===== src/rtl/dcsk_demodulator_pkg.sv =====
// dcsk_pkg: shared DCSK FSM encoding, default sizes and accumulator width
package dcsk_pkg;
    typedef enum logic [1:0] {IDLE, REF, DATA} state_t;
    localparam int SF_DEFAULT = 8;
    localparam int SAMPLE_W_DEFAULT = 8;
    function automatic int acc_w(input int sf, input int sample_w);
        return 2 * sample_w + $clog2(sf);
    endfunction
endpackage


===== src/rtl/dcsk_demodulator_chip_delay_line.sv =====
// chip_delay_line: SF-deep shift register of chips exposing the oldest tap
module chip_delay_line import dcsk_pkg::*; #(
    parameter int SF = SF_DEFAULT,
    parameter int SAMPLE_W = SAMPLE_W_DEFAULT
) (
    input  logic                       clk,
    input  logic                       rst,
    input  logic                       en,
    input  logic signed [SAMPLE_W-1:0] sample,
    output logic signed [SAMPLE_W-1:0] oldest
);
    logic signed [SAMPLE_W-1:0] taps [SF];
    always_ff @(posedge clk)
        if (rst) begin
            for (int i = 0; i < SF; i++) taps[i] <= '0;
        end else if (en) begin
            taps[0] <= sample;
            for (int i = 1; i < SF; i++) taps[i] <= taps[i-1];
        end
    assign oldest = taps[SF-1];
endmodule


===== src/rtl/dcsk_demodulator.sv =====
// dcsk_demodulator: correlates DCSK data half against the delayed reference half
module dcsk_demodulator import dcsk_pkg::*; #(
    parameter int SF = SF_DEFAULT,
    parameter int SAMPLE_W = SAMPLE_W_DEFAULT,
    localparam int ACC_W = acc_w(SF, SAMPLE_W)
) (
    input  logic                       clk,
    input  logic                       rst,
    input  logic                       in_valid,
    input  logic signed [SAMPLE_W-1:0] in_sample,
    input  logic                       sync,
    output logic                       out_valid,
    output logic                       out_bit,
    output logic signed [ACC_W-1:0]    out_corr
);
    localparam int CW = $clog2(SF);
    localparam logic [CW-1:0] LAST = CW'(SF - 1);
    state_t state;
    logic [CW-1:0] cnt;
    logic signed [ACC_W-1:0] acc, sum, chip, ref_chip;
    logic signed [SAMPLE_W-1:0] tap;
    logic last_data;
    assign chip = {{(ACC_W-SAMPLE_W){in_sample[SAMPLE_W-1]}}, in_sample};
    assign ref_chip = {{(ACC_W-SAMPLE_W){tap[SAMPLE_W-1]}}, tap};
    assign sum = acc + chip * ref_chip;
    assign last_data = state == DATA && cnt == LAST;
    chip_delay_line #(.SF(SF), .SAMPLE_W(SAMPLE_W)) delay (
        .clk(clk),
        .rst(rst),
        .en(in_valid && (sync || state != IDLE)),
        .sample(in_sample),
        .oldest(tap)
    );
    always_ff @(posedge clk)
        if (rst) begin
            state <= IDLE;
            cnt <= '0;
            acc <= '0;
            out_valid <= 1'b0;
            out_bit <= 1'b0;
            out_corr <= '0;
        end else begin
            out_valid <= in_valid && last_data;
            if (in_valid && last_data) begin
                out_corr <= sum;
                out_bit <= ~sum[ACC_W-1];
            end
            if (in_valid) begin
                if (sync) begin
                    state <= REF;
                    cnt <= CW'(1);
                    acc <= '0;
                end else if (state == REF) begin
                    state <= cnt == LAST ? DATA : REF;
                    cnt <= cnt == LAST ? '0 : cnt + CW'(1);
                end else if (state == DATA) begin
                    state <= last_data ? REF : DATA;
                    cnt <= last_data ? '0 : cnt + CW'(1);
                    acc <= last_data ? '0 : sum;
                end
            end
        end
endmodule


===== config.mk =====
export PLATFORM = sky130hd
export DESIGN_NAME = dcsk_demodulator
export DESIGN_NICKNAME = d
export VERILOG_FILES = /design/src/rtl/dcsk_demodulator_pkg.sv /design/src/rtl/dcsk_demodulator_chip_delay_line.sv /design/src/rtl/dcsk_demodulator.sv
export SDC_FILE = /design/constraint.sdc
export NUM_CORES = 1
export LEC_CHECK = 0
export CAP_MARGIN = 20
export CORE_ASPECT_RATIO = 0.8
export CORE_MARGIN = 1.5
export CORE_UTILIZATION = 40
export CTS_BUF_LIST = sky130_fd_sc_hd__clkbuf_4
export DETAILED_ROUTE_END_ITERATION = 10
export PLACE_DENSITY = 0.56
export SETUP_SLACK_MARGIN = 0.05
export SLEW_MARGIN = 20
export SYNTH_ARGS = -nofsm -noshare
export SYNTH_HDL_FRONTEND = slang
export SYNTH_HIERARCHICAL = 1
export SYNTH_SLANG_ARGS = --single-unit

===== constraint.sdc =====
create_clock -name clk -period 5.85 [get_ports clk]
set_clock_uncertainty 0.2 [all_clocks]
set_input_delay 1.17 -clock clk [delete_from_list [all_inputs] [get_ports clk]]
set_output_delay 1.17 -clock clk [all_outputs]
set_load 0.02 [all_outputs]

==> results of run 1 <==
## per-stage QoR
| stage | TNS [ps] | setup slack (ps) |
|---|---|---|
| after CTS | 0 | 54.2 |
| final | 0 | 274 |
| after global placement | -9090 | -518 |
| after detailed placement | -9410 | -555 |
| after global routing | 0 | 53.6 |
| after floorplan | 0 | 100 |
## sequential cells by signal (all words and copies together), names as in the netlist
| name | flops |
|---|---|
| out_bit | 1 |
| out_valid | 1 |
| acc | 19 |
| state | 2 |
| cnt | 3 |
| delay/taps | 64 |
| out_corr | 19 |
## per-layer routing
layer	track usage	wire, um	vias up
li1	-	-	2357
met1	0.251	7710	2407
met2	0.244	6450	99
met3	0.0338	816	14
met4	0.0444	178	0
met5	0	0	-
## cell usage after synthesis (2+ instances only)
library cell	number	area, um^2
nor2b_1	25	156
o21ai_0	12	60.1
nand3_1	3	15.0
nand4_1	3	18.8
o211ai_2	2	25.0
a21o_1	5	37.5
and3b_1	48	420
o21ai_1	2	10.0
nor3_1	2	10.0
nor2_1	24	90.1
fa_1	84	1680
and3_1	2	12.5
o21a_1	2	15.0
xnor2_1	19	166
xor2_1	3	26.3
nand2_1	66	248
dfxtp_1	45	901
buf_2	5	25.0
a22oi_1	17	128
a211oi_1	2	15.0
edfxtp_1	64	1920
inv_1	97	364
a21oi_1	24	120
buf_6	8	90.1
buf_4	10	75.1
and2_1	32	200
o211ai_1	2	15.0
nor3b_1	2	15.0
ha_1	46	576
nand2b_1	3	18.8
clkbuf_1	7	26.3
## cell type report
type | instances | area (um^2) | share of cell area
Clock buffer | 10 | 75.1 | 0.00871
Inverter | 97 | 364 | 0.0423
Tap cell | 258 | 323 | 0.0375
Clock inverter | 6 | 70.1 | 0.00813
Timing Repair Buffer | 86 | 718 | 0.0834
Multi-Input combinational cell | 445 | 4240 | 0.492
Sequential cell | 109 | 2820 | 0.328
## worst max-delay path by stage
stage                        end  depth (start not counted)
detailed placement       acc[16]                         15
CTS                 out_corr[17]                         15
finish              out_corr[17]                         15
floorplan           out_corr[17]                         13
global placement    out_corr[17]                         15
global route        out_corr[15]                         15
## power by group
| group | switching (W) | internal [W] |
|---|---|---|
| clock network | 0.000270 | 0.000139 |
| registers | 0.0000205 | 0.000848 |
| logic | 0.000831 | 0.000742 |
| total | 0.00112 | 0.00173 |
## cell families (layout without fill, tap and decap cells)
logic type      after synthesis  after routing  share of synthesized area
xor+xnor                     22             22                     0.0251
compound gates               77             77                     0.0695
flops                       109            109                      0.368
buf+inv                     130            199                     0.0797
fa+ha+maj                   130            130                      0.294
simple gates                215            215                      0.162
mux                           1              1                    0.00147
## timing repair
action	4_1_cts	5_1_grt
setup buffers	0	0
setup endpoints to repair	11	19
pin swaps	3	4
gates resized for setup	6	13
## tightest hold or removal path, delay by kind of cell (launching register included)
kind / cells / cell delay [ps]
AOI/OAI and AO/OA: 1 / 50
DFF: 1 / 340
and+or+nand+nor: 1 / 50
==> results.cfg, run 1 <==
[sta]
worst_pin_slew_ps = 750
rsz0062_at_grt = no
fmax_mhz = 179
fin_crit_sh = 0.953
slew_viol_final = 0
holdWs_ps = 266
setup_viol = 0
finalCriticalPeriod_ps = 5580
maxSlewHeadroom = 0.500
hold_viol_final = 0

[synthesis]
synth.lib_cells_used.distinct = 49
synth_area_per_cell_um2 = 11.2
synth_nets = 826
yosysWarnings = 6
netlist_instances = 684
synth_edf_count = 64
ys_ff_latch = 109
synth-main-ff-cell = edfxtp_1
ys_async_sr_fraction = 0
ys_seq_area_frac = 0.368
synth_area_um2 = 7670

[drt]
dr.first_iter.drc_count = 263
drc = 0
wl_mm = 15.2
first_pass_iters = 4
viasPerCell = 4.82
drtAntennaViolNets = 0
vias = 4877
wl_per_cell_um = 15.0

[clock_tree]
root_buffer = clkbuf_4
htreeDepth = 3
cts_buffers = 9
cts_buffer_depth = 2
cts.clk_slew.worst_paths_ps = 170
clkLatencyLatePin_ps = 500
clkSinkCount = 109
cts_tree = yes
cts-hold-fix-buffers = 0

[power]
total_power_w = 0.00285
leakage_nw = 3.99
ir_worst_vdd_v = 0.000214
power_density_nw_per_um2 = 331

[critical_path]
cp_cell_sequence = clkdlybuf4s15_1 -> buf_6 -> and2_1 -> fa_1 -> fa_1 -> fa_1 -> fa_1 -> fa_1 -> ha_1 -> a2111oi_4 -> o211ai_2 -> a21oi_2 -> o21ai_1 -> xnor2_1 -> a22o_1
worst_path_most_repeated_cell = fa_1
reg2reg_to = out_corr[17]
r2r-start = delay/taps[0][58]
r2r_slack_ps = 640
cpMaxStageDelayCell = fa_1
cp_max_fo = 8
rr_worst_depth = 14
cp.buffers_inverters = 2
cp.arrival_ps = 5790
cp_top_family = adder cells
critical_path.startpoint = in_sample[4]
worst-setup-path-type = in -> reg
required_ps = 6070
crit_path_end_kind = flip-flop
slowest_delay_ps = 570
startpoint_type = input port

[layout]
drive_gt1_frac = 0.110
layout_common_cells = inv_1 (97), fa_1 (83), nand2_1 (66)
area_delta_synth_final_pct = 12.3
fin_nets = 890
num_antenna_cells = 0
fin_area_um2 = 8620
layout_commonest_cell = inv_1
final_cells = 1011
fin_util = 0.457
fillCellCount = 1805

[flow_run]
cap_violations = 0

[placement]
gp_congestion = 0.865
dp_hpwl_mm = 11.5
post_dp_cell_area_um2 = 8470
port_buffers = 32
dp.cells = 995

[hold_path]
min_path_type = reg -> reg
min_to = out_corr[13]
worstHoldPathCells = 2
hold_start = out_corr[13]

[global_routing]
grt_pass1_wl_mm = 26.0
grtUsageTotal = 0.167
grt_max_degree = 69
grt.overflow.total = 0
antenna_found_initial = 0
grt_pass1_vias = 5210

[floorplanning]
coreArea_um2 = 18900
die_height_um = 127
num_rows = 45
start_util = 0.407
chipWidth_um = 158
io-pin-count = 33
die_area_um2 = 20000

[outcome]
status = finished, final reports clean
Note: power is estimated with default switching activity, not from simulation.
==> inputs of run 2 (changes only) <==
--- a/config.mk
+++ b/config.mk
@@ -11,8 +11,9 @@
 export CORE_UTILIZATION = 40
 export CTS_BUF_LIST = sky130_fd_sc_hd__clkbuf_4
 export DETAILED_ROUTE_END_ITERATION = 10
-export PLACE_DENSITY = 0.56
+export PLACE_DENSITY = 0.6
 export SETUP_SLACK_MARGIN = 0.05
+export SKIP_LAST_GASP = 1
 export SLEW_MARGIN = 20
 export SYNTH_ARGS = -nofsm -noshare
 export SYNTH_HDL_FRONTEND = slang
==> results.cfg, run 2 (same netlist as run 1, synthesis figures left out) <==
[global_routing]
grt_pass1_wl_mm = 25.9
grt_pass1_vias = 5239
grt_max_degree = 69
antenna_found_initial = 0
grt.overflow.total = 0
grtUsageTotal = 0.165

[critical_path]
crit_path_end_kind = flip-flop
cp_max_fo = 5
cp.buffers_inverters = 3
required_ps = 6050
cp_cell_sequence = dlygate4sd2_1 -> buf_4 -> nand2_1 -> fa_1 -> inv_1 -> fa_1 -> fa_1 -> fa_1 -> ha_1 -> ha_1 -> o21ai_0 -> or2b_1 -> o211ai_2 -> o221ai_2 -> xnor2_2 -> a211oi_2
worst-setup-path-type = in -> reg
startpoint_type = input port
cp.arrival_ps = 5840
rr_worst_depth = 17
slowest_delay_ps = 590
cp_num_cells = 16
worst_path_most_repeated_cell = fa_1
cpMaxStageDelayCell = fa_1
cp_top_family = adder cells

[drt]
vias = 4919
wl_per_cell_um = 14.8
wl_mm = 15.0
viasPerCell = 4.86
dr.first_iter.drc_count = 230
drtAntennaViolNets = 0
first_pass_iters = 4
drc = 0

[placement]
dp_hpwl_mm = 11.5
post_dp_cell_area_um2 = 8500
gp_congestion = 0.868
port_buffers = 32

[flow_run]
cap_violations = 0

[layout]
drive_gt1_frac = 0.121
layout_common_cells = inv_1 (97), fa_1 (81), nand2_1 (66)
fin_util = 0.460
fillCellCount = 1756
seq_area_um2 = 2820
largest_reg_flops = 64
multi_input_area_um2 = 4280
fin_nets = 892
layout_commonest_cell = inv_1
regMostFlops = delay/taps
fin_area_um2 = 8690
reg_top3 = delay/taps (64), acc (19), out_corr (19)
num_antenna_cells = 0
area_delta_synth_final_pct = 13.2

[clock_tree]
cts_tree = yes
cts_buffers = 9
cts_buffer_depth = 2
root_buffer = clkbuf_4
htreeDepth = 3
clkLatencyLatePin_ps = 480
clkSinkCount = 109
cts-hold-fix-buffers = 0
cts.clk_slew.worst_paths_ps = 160

[sta]
fmax_mhz = 177
rsz0062_at_grt = no
fin_crit_sh = 0.964
slew_viol_final = 0
setup_viol = 0
worst_pin_slew_ps = 749
hold_viol_final = 0
tns_ps = 0
holdWs_ps = 274
finalCriticalPeriod_ps = 5640
maxSlewHeadroom = 0.501

[floorplanning]
num_rows = 45
coreArea_um2 = 18900
die_height_um = 127
die_area_um2 = 20000
start_util = 0.407
chipWidth_um = 158
io-pin-count = 33

[power]
ir_worst_vdd_v = 0.000238
total_power_w = 0.00289
power_density_nw_per_um2 = 333
leakage_nw = 4.03

[outcome]
status = finished, final reports clean

[hold_path]
worstHoldPathCells = 2
min_path_type = reg -> reg
==> run 2: power by group <==
| part | total, W | switching (W) | internal (W) |
|---|---|---|---|
| Combinational | 0.00162 | 0.000843 | 0.000780 |
| Sequential | 0.000869 | 0.0000204 | 0.000848 |
| Clock | 0.000398 | 0.000244 | 0.000154 |
==> run 2: through the flow <==
stage	std cells	setup WS [ps]
floorplan	684	100
global placement	997	-573
detailed placement	997	-630
CTS	1012	104
global route	1012	88.6
finish	1012	213
==> run 2: final timing paths <==
| kind | startpoint | to | slack [ps] |
|---|---|---|---|
| setup / recovery | in_sample[6] | out_corr[18] | 210 |
| hold / removal | out_corr[10] | out_corr[10] | 270 |
| setup reg to reg | delay/taps[0][56] | out_corr[18] | 570 |
| hold reg to reg | out_corr[10] | out_corr[10] | 270 |
==> run 2: cell type report <==
cell class / instances / area share
inverters: 97 / 0.0419
multi-input cells: 445 / 0.493
clock inverters: 5 / 0.00792
well taps: 258 / 0.0372
repair buffers: 88 / 0.0867
flip-flops and latches: 109 / 0.325
clock buffers: 10 / 0.00864
==> run 2: repair_timing <==
item / 4_1_cts / 5_1_grt
buffers inserted: 0 / 0
gates resized for setup: 7 / 14
setup endpoints to repair: 16 / 17
pin swaps: 6 / 8
==> run 2: worst reg2reg max path, cell delays in order, from the launching register on <==
cell and delay (ps):
edfxtp_1 560, and2_4 230, buf_4 150, buf_12 150, fa_1 500, inv_1 50
fa_1 490, inv_1 50, fa_1 570, fa_1 450, ha_1 310, ha_1 200
or3_4 400, o22a_1 240, o211ai_2 120, o221ai_2 160, xnor2_2 180, a211oi_2 200
==> run 2: metal layers <==
metal  GRT usage  up-vias  share of wire
met5           0        -              0
met4      0.0289        0         0.0071
met3      0.0393        8          0.049
met2       0.249       94           0.44
met1       0.244     2454           0.51
li1            -     2363              -
==> inputs of run 3 (changes only) <==
--- a/config.mk
+++ b/config.mk
@@ -10,6 +10,7 @@
 export CORE_MARGIN = 1.5
 export CORE_UTILIZATION = 40
 export CTS_BUF_LIST = sky130_fd_sc_hd__clkbuf_4
+export CTS_CLUSTER_DIAMETER = 80
 export DETAILED_ROUTE_END_ITERATION = 10
 export PLACE_DENSITY = 0.6
 export SETUP_SLACK_MARGIN = 0.05
==> results of run 3 <==
Same layout as run 2: the final DEF is identical, and so are final timing and power.
